===== src/rtl/ctrl_pkg.sv =====
// ctrl_pkg: shared types and constants for the multi-cycle control unit.
//   - FSM state encoding (FETCH=0 .. WB=4, TRAP=7)
//   - RV32 major opcodes handled by the controller
//   - instruction class, ALUop and immSel encodings
//   - classify(): maps a 7-bit opcode to its instruction class
package ctrl_pkg;

  typedef enum logic [2:0] {
    ST_FETCH  = 3'd0,
    ST_DECODE = 3'd1,
    ST_EXEC   = 3'd2,
    ST_MEM    = 3'd3,
    ST_WB     = 3'd4,
    ST_TRAP   = 3'd7
  } state_e;

  localparam logic [6:0] OP_RTYPE  = 7'b0110011;
  localparam logic [6:0] OP_IALU   = 7'b0010011;
  localparam logic [6:0] OP_LOAD   = 7'b0000011;
  localparam logic [6:0] OP_STORE  = 7'b0100011;
  localparam logic [6:0] OP_BRANCH = 7'b1100011;

  typedef enum logic [2:0] {
    CLS_R,
    CLS_I,
    CLS_LOAD,
    CLS_STORE,
    CLS_BRANCH,
    CLS_ILLEGAL
  } op_class_e;

  typedef enum logic [2:0] {
    ALU_ADD = 3'b000,
    ALU_SUB = 3'b001,
    ALU_AND = 3'b010,
    ALU_OR  = 3'b011,
    ALU_XOR = 3'b100,
    ALU_SLT = 3'b101,
    ALU_SLL = 3'b110,
    ALU_SRL = 3'b111
  } alu_op_e;

  typedef enum logic [1:0] {
    IMM_I    = 2'b00,
    IMM_S    = 2'b01,
    IMM_B    = 2'b10,
    IMM_NONE = 2'b11
  } imm_sel_e;

  function automatic op_class_e classify(input logic [6:0] opcode);
    case (opcode)
      OP_RTYPE:  return CLS_R;
      OP_IALU:   return CLS_I;
      OP_LOAD:   return CLS_LOAD;
      OP_STORE:  return CLS_STORE;
      OP_BRANCH: return CLS_BRANCH;
      default:   return CLS_ILLEGAL;
    endcase
  endfunction

endpackage


===== src/rtl/alu_decode.sv =====
// alu_decode: combinational ALU operation select.
// Ports:
//   cls_i     instruction class of the latched instruction
//   funct3_i  IR[14:12]
//   bit30_i   IR[30] (selects SUB for R-type funct3=000)
//   aluop_o   ALU operation code
// Loads/stores always add (address generation), branches always subtract
// (compare via zero flag). Unsupported funct3 falls back to ADD.
module alu_decode
  import ctrl_pkg::*;
(
  input  op_class_e  cls_i,
  input  logic [2:0] funct3_i,
  input  logic       bit30_i,
  output alu_op_e    aluop_o
);

  always_comb begin
    aluop_o = ALU_ADD;
    case (cls_i)
      CLS_BRANCH: aluop_o = ALU_SUB;
      CLS_R, CLS_I: begin
        case (funct3_i)
          // IR[30] is part of the immediate for I-ALU, so only R-type uses it here.
          3'b000:  aluop_o = (cls_i == CLS_R && bit30_i) ? ALU_SUB : ALU_ADD;
          3'b111:  aluop_o = ALU_AND;
          3'b110:  aluop_o = ALU_OR;
          3'b100:  aluop_o = ALU_XOR;
          3'b010:  aluop_o = ALU_SLT;
          3'b001:  aluop_o = ALU_SLL;
          3'b101:  aluop_o = ALU_SRL;
          default: aluop_o = ALU_ADD;
        endcase
      end
      default: aluop_o = ALU_ADD;
    endcase
  end

endmodule


===== src/rtl/multicycle_ctrl.sv =====
// multicycle_ctrl: multi-cycle FSM controller for the single-cycle datapath.
// Sequences each instruction FETCH -> DECODE -> EXEC -> [MEM] -> [WB].
// Optional build macro CTRL_PERF_EN adds cycle_cnt / retired_cnt counters.
// Ports:
//   clk, rst (async, active-low)
//   instruction  instruction word, latched in FETCH
//   zero         ALU zero flag, used for branch resolution in EXEC
//   status       ALU status flags, captured in EXEC for debug only
//   mem_ready    data-memory handshake, holds MEM while low
//   PCsrc, ALUsrc, memReadWrite, memToReg, RegWrite, immSel, ALUop
//                datapath control strobes
//   pc_en        one-cycle PC advance enable (instruction retire)
//   trap         sticky illegal-opcode flag
//   state_o      current FSM state
//   cycle_cnt, retired_cnt  performance counters (CTRL_PERF_EN only)
module multicycle_ctrl
  import ctrl_pkg::*;
#(
  parameter int IW = 32
`ifdef CTRL_PERF_EN
  ,
  parameter int PERF_W = 32
`endif
) (
  input  logic          clk,
  input  logic          rst,
  input  logic [IW-1:0] instruction,
  input  logic          zero,
  input  logic [3:0]    status,
  input  logic          mem_ready,
  output logic          PCsrc,
  output logic          ALUsrc,
  output logic          memReadWrite,
  output logic          memToReg,
  output logic          RegWrite,
  output logic [1:0]    immSel,
  output logic [2:0]    ALUop,
  output logic          pc_en,
  output logic          trap,
  output logic [2:0]    state_o
`ifdef CTRL_PERF_EN
  ,
  output logic [PERF_W-1:0] cycle_cnt,
  output logic [PERF_W-1:0] retired_cnt
`endif
);

  state_e        state_q, state_d;
  logic [IW-1:0] ir_q;
  logic [3:0]    status_q;
  op_class_e     cls;
  alu_op_e       alu_op;
  logic [2:0]    funct3;
  logic          alu_phase;

  assign cls    = classify(ir_q[6:0]);
  assign funct3 = ir_q[14:12];

  alu_decode u_alu_decode (
    .cls_i    (cls),
    .funct3_i (funct3),
    .bit30_i  (ir_q[30]),
    .aluop_o  (alu_op)
  );

  always_ff @(posedge clk or negedge rst) begin
    if (!rst) begin
      state_q <= ST_FETCH;
    end else begin
      state_q <= state_d;
    end
  end

  always_ff @(posedge clk or negedge rst) begin
    if (!rst) begin
      ir_q     <= '0;
      status_q <= '0;
    end else begin
      if (state_q == ST_FETCH) ir_q <= instruction;
      if (state_q == ST_EXEC)  status_q <= status;
    end
  end

  always_comb begin
    state_d = state_q;
    case (state_q)
      ST_FETCH:  state_d = ST_DECODE;
      ST_DECODE: state_d = (cls == CLS_ILLEGAL) ? ST_TRAP : ST_EXEC;
      ST_EXEC: begin
        case (cls)
          CLS_BRANCH:          state_d = ST_FETCH;
          CLS_LOAD, CLS_STORE: state_d = ST_MEM;
          default:             state_d = ST_WB;
        endcase
      end
      ST_MEM: begin
        if (mem_ready) state_d = (cls == CLS_STORE) ? ST_FETCH : ST_WB;
      end
      ST_WB:   state_d = ST_FETCH;
      ST_TRAP: state_d = ST_TRAP;
      default: state_d = ST_FETCH;
    endcase
  end

  // ALU-side controls stay valid from EXEC through WB so the combinational
  // datapath keeps producing the same result for address/write-back.
  assign alu_phase = (state_q == ST_EXEC) || (state_q == ST_MEM) || (state_q == ST_WB);

  always_comb begin
    PCsrc        = 1'b0;
    ALUsrc       = 1'b0;
    memReadWrite = 1'b0;
    memToReg     = 1'b0;
    RegWrite     = 1'b0;
    immSel       = IMM_NONE;
    ALUop        = ALU_ADD;
    pc_en        = 1'b0;
    trap         = 1'b0;
    if (alu_phase) begin
      ALUop  = alu_op;
      ALUsrc = (cls == CLS_I) || (cls == CLS_LOAD) || (cls == CLS_STORE);
      case (cls)
        CLS_I, CLS_LOAD: immSel = IMM_I;
        CLS_STORE:       immSel = IMM_S;
        CLS_BRANCH:      immSel = IMM_B;
        default:         immSel = IMM_NONE;
      endcase
    end
    case (state_q)
      ST_EXEC: begin
        if (cls == CLS_BRANCH) begin
          pc_en = 1'b1;
          case (funct3)
            3'b000:  PCsrc = zero;
            3'b001:  PCsrc = ~zero;
            default: PCsrc = 1'b0;
          endcase
        end
      end
      ST_MEM: begin
        memReadWrite = (cls == CLS_STORE);
        // A store retires in the cycle memory completes, with no WB stage.
        pc_en        = (cls == CLS_STORE) && mem_ready;
      end
      ST_WB: begin
        RegWrite = 1'b1;
        memToReg = (cls == CLS_LOAD);
        pc_en    = 1'b1;
      end
      ST_TRAP: trap = 1'b1;
      default: ;
    endcase
  end

  assign state_o = state_q;

`ifdef CTRL_PERF_EN
  logic [PERF_W-1:0] cycle_cnt_q, retired_cnt_q;

  always_ff @(posedge clk or negedge rst) begin
    if (!rst) begin
      cycle_cnt_q   <= '0;
      retired_cnt_q <= '0;
    end else begin
      if (state_q != ST_TRAP) cycle_cnt_q <= cycle_cnt_q + PERF_W'(1);
      if (pc_en) retired_cnt_q <= retired_cnt_q + PERF_W'(1);
    end
  end

  assign cycle_cnt   = cycle_cnt_q;
  assign retired_cnt = retired_cnt_q;
`endif

  // Fields of IR not consumed by the controller, plus the debug status capture.
  logic unused_bits;
  assign unused_bits = ^{ir_q[IW-1:31], ir_q[29:15], ir_q[11:7], status_q};

endmodule


===== config.mk =====
export PLATFORM = sky130hd
export DESIGN_NAME = multicycle_ctrl
export DESIGN_NICKNAME = d
export VERILOG_FILES = /design/src/rtl/ctrl_pkg.sv /design/src/rtl/alu_decode.sv /design/src/rtl/multicycle_ctrl.sv
export SDC_FILE = /design/constraint.sdc
export NUM_CORES = 1
export LEC_CHECK = 0
export ABC_AREA = 1
export BUFFER_PORTS_ARGS = -buffer_cell sky130_fd_sc_hd__buf_2
export CELL_PAD_IN_SITES_DETAIL_PLACEMENT = 0
export CELL_PAD_IN_SITES_GLOBAL_PLACEMENT = 1
export CORE_MARGIN = 2
export CORE_UTILIZATION = 27
export DETAILED_ROUTE_END_ITERATION = 10
export PLACE_DENSITY = 0.73
export SLEW_MARGIN = 20
export SYNTH_ARGS = -nofsm -noshare
export SYNTH_HDL_FRONTEND = slang
export SYNTH_HIERARCHICAL = 1
export SYNTH_SLANG_ARGS = --single-unit
export TNS_END_PERCENT = 20

===== constraint.sdc =====
create_clock -name clk -period 1.8 [get_ports clk]
set_clock_uncertainty 0.1 [all_clocks]
set_input_delay 0.36 -clock clk [delete_from_list [all_inputs] [get_ports clk]]
set_output_delay 0.36 -clock clk [all_outputs]
set_load 0.1 [all_outputs]

Word-level counts from Yosys, hierarchy flattened
Index checks and enable logic that the tools add are counted.

storage, ports and cells
  ROM bits = 0
  RAM bits = 0
  latch bits = 0
  memories = 0
  input bits = 40
  flip-flop bits (word level) = 34
  word-level logic and storage cells = 59

cells by class
  divide/modulo/power cells = 0
  reductions and logical operators = 12
  add/sub/neg operators = 0
  bitwise operators = 1
  eq/ne operators = 22
  magnitude comparators = 0
  mux-type cells = 22
  shift operators = 0
  $mul = 0

operators by type and width
  kind                  count
  $pmux W3 S5           2
  $eq A3 B3 Y1 const B  8
  $pmux W3 S7           1
  $eq A3 B2 Y1 const B  5
  $eq A7 B6 Y1 const B  2
  $mux W3               4
  $pmux W3 S2           2
  $eq A3 B1 Y1 const B  3
  $logic_not A3 Y1      3
  $mux W1               9
  $eq A7 B2 Y1 const B  1
  $eq A7 B5 Y1 const B  1
  $eq A7 B7 Y1 const B  1
  $pmux W2 S3           1
  $reduce_or A2 Y1      3
  $logic_or A1 B1 Y1    4
  $pmux W1 S3           1
  $logic_and A1 B1 Y1   2
  $mux W2               1
  $ne A2 B2 Y1 const B  1
  $pmux W1 S2           1
  $not A1 Y1            1

Logic depth before layout (Yosys ltp)
Gate-level depths: netlist of the first run.

  word-level depth = 8
  depth in mapped cells = 14
  depth with buffers taken out = 14

By module
The synthesis of the first run kept the hierarchy.

by module, submodules not included
  module           instances  cells an instance  area an instance (µm²)  seq. area each (µm²)
  multicycle_ctrl  1          105                899.6                   350.3
  alu_decode       1          23                 107.6                   0.0

Least setup slack after synthesis of the first run
Ideal clock, no wire load.

  kind = reg-to-output
  from = register state_q[2], in the netlist state_o[2]
  to = output memToReg
  stages on the path, launching flop included = 5
  path buffers = 0
  arrival time = 4.008 ns
  slack = -2.668 ns
  cell sequence = dfrtp_1 > inv_2 > nor2_4 > inv_1 > nor3_1

on the way
  word-level cells in the longest chain between the ends = 2

ends and longest elaborated chain
  item                    RTL line                source
  from (decl)             multicycle_ctrl.sv:48   state_e state_q, state_d;
  from (signal assigned)  multicycle_ctrl.sv:70   state_q <= state_d;
  $eq A3 B3 Y1            multicycle_ctrl.sv:129  case (state_q)
  $mux W1                 multicycle_ctrl.sv:129
  to (decl)               multicycle_ctrl.sv:34   output logic memToReg,

Every way passes these cells.

Worst setup path in the final report of the first run
  from = register ir_q[4]
  to = output ALUop[0]

on the way
  word-level cells in the longest chain between the ends = 8
  elaborated cells between the ends (all ways) = 15

ends and longest elaborated chain
  item                                        RTL line                            source
  from (decl)                                 multicycle_ctrl.sv:49               logic [IW-1:0] ir_q;
  from (signal assigned)                      multicycle_ctrl.sv:79               if (state_q == ST_FETCH) ir_q <= instruction;
  $eq A7 B7 Y1, or another cell as far along  ctrl_pkg.sv:51                      case (opcode)
  $pmux W3 S5 (*)                             ctrl_pkg.sv:51
  named net cls[0]                            multicycle_ctrl.sv:51               op_class_e cls;
  $logic_not A3 Y1                            alu_decode.sv:20, alu_decode.sv:25
  $logic_and A1 B1 Y1                         alu_decode.sv:25                    3'b000: aluop_o = (cls_i == CLS_R && bit30_i) ? ALU_SUB : ALU_ADD;
  $mux W1                                     alu_decode.sv:25
  $pmux W3 S7                                 alu_decode.sv:23                    case (funct3_i)
  $pmux W3 S2 (*)                             alu_decode.sv:20                    case (cls_i)
  named net alu_op[0]                         multicycle_ctrl.sv:52               alu_op_e alu_op;
  $mux W3 (*)                                 multicycle_ctrl.sv:119              if (alu_phase) begin
  to (decl)                                   multicycle_ctrl.sv:37               output logic [2:0] ALUop,

Mark *: on every way through the listed nets, which the timed path passes. The rest lies on a longest branch.

==> results.txt, run 1 <==
Die area - 0.00423 sq mm
Clock slew at reported path FFs - 0.05 ns
Reg area - 362 sq um
Initial Utilization - 0.277
# diodes - 0
WS Path Type - reg -> out
Fin crit share - 1.38
Worst endpoint required time - 1.34 ns
R2R setup slack - 0.22 ns
Worst Path Arrival - 2.02 ns
First-pass GRT wire length - 4130 microns
Area of the multi-input gates - 673 sq um
Slew HR - 0.678
Max Fclk - 403 MHz
Top area cells in the synthesized netlist - dfrtp_1, nand2_1, mux2_4
Port Buffers - 29
Pwr Total - 3.02 mW
Post-detailed-route wirelength per cell - 10.2 microns
Pre-Repair DR Iteration Count - 4
Worst hold path stage count - 2
Root Driver - clkbuf_8
Worst-case reg-to-reg path depth - 9
Fin nets - 232
Worst setup SP type - register
Synth unique cells - 27
Maximum clock path buffer count - 2
DR vias/cell - 4.29
H-tree depth - 1
Cell taking the most area after synthesis - dfrtp_1
CP max FO - 4
Max-Cap Viols - 0
Ports - 55
Synth cell count leaders - nand2_1, dfrtp_1, inv_1, nor2_1
P_leak - 0.888 nW
Final worst slack - -0.681 ns
Core region area - 0.00363 sq mm
Detailed Route Iter0 Violations - 21
Die Y-Extent - 65.1 microns
Antenna violations before repair - 0
Rows - 22
Number of global-route vias before repair - 1056
Fraction of layout cells with a size suffix above 1 - 0.607
Filler cell count - 348
Syn avg cell area - 7.87 sq um
Die width - 65.1 microns
Final hold violation count - 0
Drc violations - 0
DP Cell Count - 233
GR Util All Layers - 0.125
Hold EP - ir_q[2]
Final ANT Viol Nets - 0
Share of Yosys cell area claimed by the top area cell type - 0.348
Finished Layout Cells - 239
Area grow syn2layout - 78.9%
Critical Path Source - ir_q[4]
Sequential-to-total area share from yosys stat - 0.348
Min-delay worst type - in -> reg
Synth Register Bits - 14
Max-slew violations - 0
RD Place Congestion - 0.898
HP Start - instruction[2]
R2r startpoint - ir_q[4]
Clk_lat worst skew - 0.25 ns
Synthesis Warnings - 6
Worst IR Drop VDD - 0.000505 V
CTS buffer count - 3
Vias - 1026
Most common cell in the netlist - nand2_1
Worst-margin pin slew - 0.487 ns
Status - complete, but fails checks
Post-Synthesis Cells - 128
Cell Area, Synth - 0.00101 sq mm
Power Density - 1680 mW/mm^2
Reg2Reg Capture Point - state_o[2]
TritonCTS clock tree - yes
Syn nets - 168
Post-synth ARST share - 1.00
Setup TNS - -4.68 ns
CTS sink count - 14
Period minus WS final - 2.48 ns
Routed wire length - 2430 microns
Failing checks - negative setup slack
RSZ-0062 raised after global routing - true
Post-synth EDFFs - 0
Largest net degree at the start of global routing - 15
Grt ovf - 0
Worst setup EP type - output port
Final setup violating endpoints - 10
Primary FF master, synth - dfrtp_1
Hpwl dp - 1960 microns
[per-layer routing]
layer / global-route usage / up-vias / share of wire / wire length [microns]
met5: 0 / - / 0 / 0
met4: 0.0859 / 0 / 0.036 / 87
met3: 0.0156 / 9 / 0.033 / 79
met2: 0.228 / 24 / 0.52 / 1270
met1: 0.133 / 462 / 0.41 / 990
li1: - / 531 / - / -
[state kept, by name (all words and copies together) (netlist names)]
signal,cells
ir_q,11
state_o,3
[through the flow]
step | setup slack [ns] | utilization | cell area [sq um] | hold WS (ns)
2_1_floorplan | -1.47 | - | 1060 | -0.0356
3_3_place_gp | -0.433 | 0.450 | 1640 | 0.160
3_5_place_dp | -0.456 | 0.450 | 1640 | 0.164
4_1_cts | -0.704 | 0.492 | 1790 | 0.223
5_1_grt | -0.835 | 0.496 | 1800 | 0.233
6_report | -0.681 | 0.496 | 1800 | 0.224
[worst max path at each step]
stage                 to  slack, ns
6_report        ALUop[0]      -0.68
5_1_grt         ALUop[0]      -0.84
4_1_cts         ALUop[0]      -0.70
3_5_place_dp    ALUop[0]      -0.46
3_3_place_gp    ALUop[0]      -0.43
2_1_floorplan  immSel[1]      -1.47
[power by group]
group / switching (mW) / total (mW) / leakage [nW] / internal, mW
Sequential: 0.169 / 0.671 / 0.159 / 0.502
Clock: 0.107 / 0.301 / 0.0288 / 0.194
Combinational: 1.22 / 2.05 / 0.700 / 0.826
[final cells by class]
cell class	instances	share of cell area
tap	48	0.0333
multi-input combinational	91	0.374
timing repair buffer	60	0.312
clock buffer	4	0.0306
sequential	14	0.201
inverter	22	0.0493
[timing repair]
action                                  4_1_cts  5_1_grt
endpoints found under the setup margin       12       11
gates resized for setup                      22        2
hold endpoints to repair                     14        0
hold buffers                                  1        0
setup buffers                                 1        0
cloned                                        0        0
pin swaps                                    15        5
[cells by family after synthesis]
family / count (synthesis) / share of synthesized area
flops: 14 / 0.348
buf+inv: 23 / 0.0957
compound gates: 9 / 0.0621
mux: 8 / 0.104
xor+xnor: 1 / 0.00870
simple gates: 73 / 0.381
[placed cells by master, fill, tap and decap left out, types with 2 or more instances in the layout]
| cell | count |
|---|---|
| dfrtp_1 | 11 |
| a21oi_1 | 3 |
| inv_2 | 8 |
| mux2_1 | 4 |
| nor2_2 | 7 |
| nand2_1 | 22 |
| mux2_4 | 4 |
| nor3_1 | 2 |
| nand2_2 | 5 |
| buf_12 | 11 |
| buf_6 | 4 |
| nand4_2 | 2 |
| nand3_2 | 4 |
| buf_2 | 17 |
| nand3_1 | 4 |
| inv_1 | 12 |
| clkbuf_8 | 4 |
| nand2_4 | 3 |
| nor3_4 | 2 |
| buf_4 | 27 |
| nor2_4 | 8 |
| dfrtp_4 | 3 |
| nand3b_1 | 3 |
| nor2_1 | 9 |
[worst max-delay path: stages, from the launching register on]
cell	delay, ns
dfrtp_1	0.42
buf_4	0.17
nor2_4	0.12
buf_4	0.12
nand3_2	0.08
nand3b_1	0.12
nand3b_1	0.14
a21oi_2	0.15
nand2_1	0.06
nand2_1	0.05
inv_1	0.04
nor2_2	0.12
buf_12	0.19
Note: power is estimated with default switching activity, not from simulation.
==> inputs of run 2 (changes only) <==
- CORE_UTILIZATION: 27 -> 30
- CTS_BUF_LIST: default -> sky130_fd_sc_hd__clkbuf_16
- PLACE_DENSITY: 0.73 -> 0.77
- clock period: 1.8 -> 2.3 ns (I/O delays scaled with it)
==> run 2 against run 1 <==
Net effect: the flow still finishes with violations (negative setup slack); wire length shrank 9.2%; combinational power down 32%; utilization increased by 0.43 points; first-iteration DRC count up 38%; register-to-register slack improved by 0.51 ns; global-route usage about the same; final cell count is 7.1% lower; die area shrank 9.4%; final area down 8.8%; sequential share of layout area up 2.0 points; clock power increased by 9.6%; largest cell class unchanged; largest power group unchanged.
==> results.txt, run 2 (synthesis gave the netlist of run 1 again) <==
CP max FO - 4 (unchanged)
WS Path Type - reg -> out
TritonCTS clock tree - yes
Grt ovf - 0 (unchanged)
Clk pwr share - 0.145 (+0.045)
CTS buffer count - 3 (unchanged)
Area grow syn2layout - 63.1%
Status - complete, but fails checks
Power Density - 1380 mW/mm^2 (-18%)
Fraction of layout cells with a size suffix above 1 - 0.574 (-0.0335)
Hold_ws - 0.00321 ns (-0.221 ns)
RD Place Congestion - 0.908 (+1.2%)
Failing checks - negative setup slack
Clk_lat worst skew - 0.24 ns (about the same)
Worst-margin pin slew - 0.490 ns (+0.00268 ns)
Combinational share of power - 0.613 (-0.065)
Drc violations - 0 (unchanged)
RSZ-0062 raised after global routing - true
Maximum clock path buffer count - 2 (unchanged)
Root Driver - clkbuf_16
Core region area - 0.00328 sq mm (-9.6%)
Power Internal - 1.13 mW (-26%)
Worst setup SP type - register
Finished Cell Area - 0.00164 sq mm (-8.8%)
Final ANT Viol Nets - 0 (unchanged)
CP max stage cell - dfrtp_1
Largest net degree at the start of global routing - 15 (unchanged)
P_leak - 0.794 nW (-11%)
Period minus WS final - 2.61 ns
Max-slew violations - 0 (unchanged)
Hpwl dp - 1770 microns (-9.8%)
Dpl cell area - 0.00148 sq mm (-9.6%)
Port Buffers - 29 (unchanged)
Largest stage delay, worst path - 0.41 ns (about the same)
Final setup violating endpoints - 5 (-5)
Max Fclk - 383 MHz
R2R setup slack - 0.73 ns (+0.51 ns)
Switching power - 1.13 mW (-24%)
Post-detailed-route wirelength per cell - 9.94 microns (-2.2%)
Final worst slack - -0.312 ns (+0.369 ns)
Worst path cell trace - inv_2, nand3_2, nor2_4, nor2_4, nand3_2, nand3b_1, nor2_2, nand2_2, o21ai_2, nand2_1, nand2_1, inv_1, nor2_2, buf_12
Max-Cap Viols - 0 (unchanged)
Most common cell after layout, fill and taps aside - nand2_1
R2r startpoint - ir_q[2]
GR Util All Layers - 0.125 (-0.000412)
DR vias/cell - 4.30 (+0.10%)
Number of global-route vias before repair - 836 (-21%)
Sw frac - 0.500 (+0.00414)
Initial Utilization - 0.307 (+0.0295)
Most frequent cells in the layout - nand2_1, buf_2, buf_4
Die width - 61.9 microns (-4.8%)
Worst endpoint required time - 1.74 ns (+0.40 ns)
CTS hold repair buffers - 0 (-1)
Final hold violation count - 0 (unchanged)
Fin nets - 217 (-6.5%)
Clock slew at reported path FFs - 0.05 ns (about the same)
Detailed Route Iter0 Violations - 29 (+38%)
Reg2Reg Capture Point - state_o[2]
Largest Register - ir_q
Antenna violations before repair - 0 (unchanged)
Vias - 954 (-7.0%)
CTS sink count - 14 (unchanged)
Worst setup EP type - output port
Seq pwr share - 0.242 (+0.020)
H-tree depth - 1 (unchanged)
Worst Path Arrival - 2.05 ns (+0.03 ns)
Fin crit share - 1.14
Slew HR - 0.676 (-0.00178)
Pre-Repair DR Iteration Count - 4 (unchanged)
Pwr Total - 2.27 mW (-25%)
Ports - 55 (unchanged)
Post-layout util - 0.500 (+0.00432)
Rows - 21 (-4.5%)
Min-delay worst type - in -> async
Worst IR Drop VDD - 0.000416 V (-18%)
Max reg flops - 11 (unchanged)
Routed wire length - 2210 microns (-9.2%)
First-pass GRT wire length - 3500 microns (-15%)
Die area - 0.00384 sq mm (-9.4%)
# diodes - 0 (unchanged)
Worst-case reg-to-reg path depth - 10 (+1)
Die Y-Extent - 61.9 microns (-4.8%)
## run 2: worst max-delay path by stage
stage / startpoint / to / slack (ns)
finish: ir_q[6] / ALUop[0] / -0.31
CTS: ir_q[3] / ALUop[0] / -0.32
global route: ir_q[2] / ALUop[0] / -0.48
detailed placement: ir_q[4] / ALUop[0] / -0.11
global placement: ir_q[4] / ALUop[0] / -0.08
floorplan: state_o[0] / immSel[1] / -1.07
## run 2: repair_timing
item                                    in CTS  in global routing
endpoints found under the setup margin       5                  6
resized for setup                            8                 10
pin swaps                                    6                 14
buffers inserted                             1                  2
## run 2: through the flow
step | instances | setup slack (ns) | setup TNS (ns)
after floorplan | 128 | -1.07 | -6.97
after global placement | 215 | -0.0771 | -0.170
after detailed placement | 215 | -0.109 | -0.264
after CTS | 220 | -0.315 | -0.893
after global routing | 222 | -0.479 | -1.74
final | 222 | -0.312 | -0.952
## run 2: metal layers
metal / wire, microns / global-route usage
met2: 1120 / 0.198
met4: 26 / 0.0729
met3: 77 / 0.0186
met5: 0 / 0
met1: 981 / 0.160
## run 2: worst max-delay path, delay by kind of cell (launching register included)
| family | cells | cell delay, ns |
|---|---|---|
| flip-flops | 1 | 0.41 |
| buffers and inverters | 3 | 0.34 |
| AND/OR/NAND/NOR | 10 | 0.95 |
| AO/OA/AOI/OAI | 1 | 0.13 |
## run 2: area by class of cell
class	instances	area (sq um)
fillers	295	1640
well taps	46	57.6
inverters	22	88.8
flip-flops and latches	14	363
multi-input cells	91	648
repair buffers	45	407
clock buffers	3	75.1
clock inverters	1	3.75
## run 2: power by group through the flow
stage / sequential [mW] / clock (mW) / combinational [mW]
4_1_cts: 0.540 / 0.336 / 1.34
3_5_place_dp: 0.541 / 0 / 1.31
3_3_place_gp: 0.534 / 0 / 1.29
6_report: 0.548 / 0.330 / 1.39
2_1_floorplan: 0.701 / 0 / 0.829
5_1_grt: 0.565 / 0.348 / 1.51
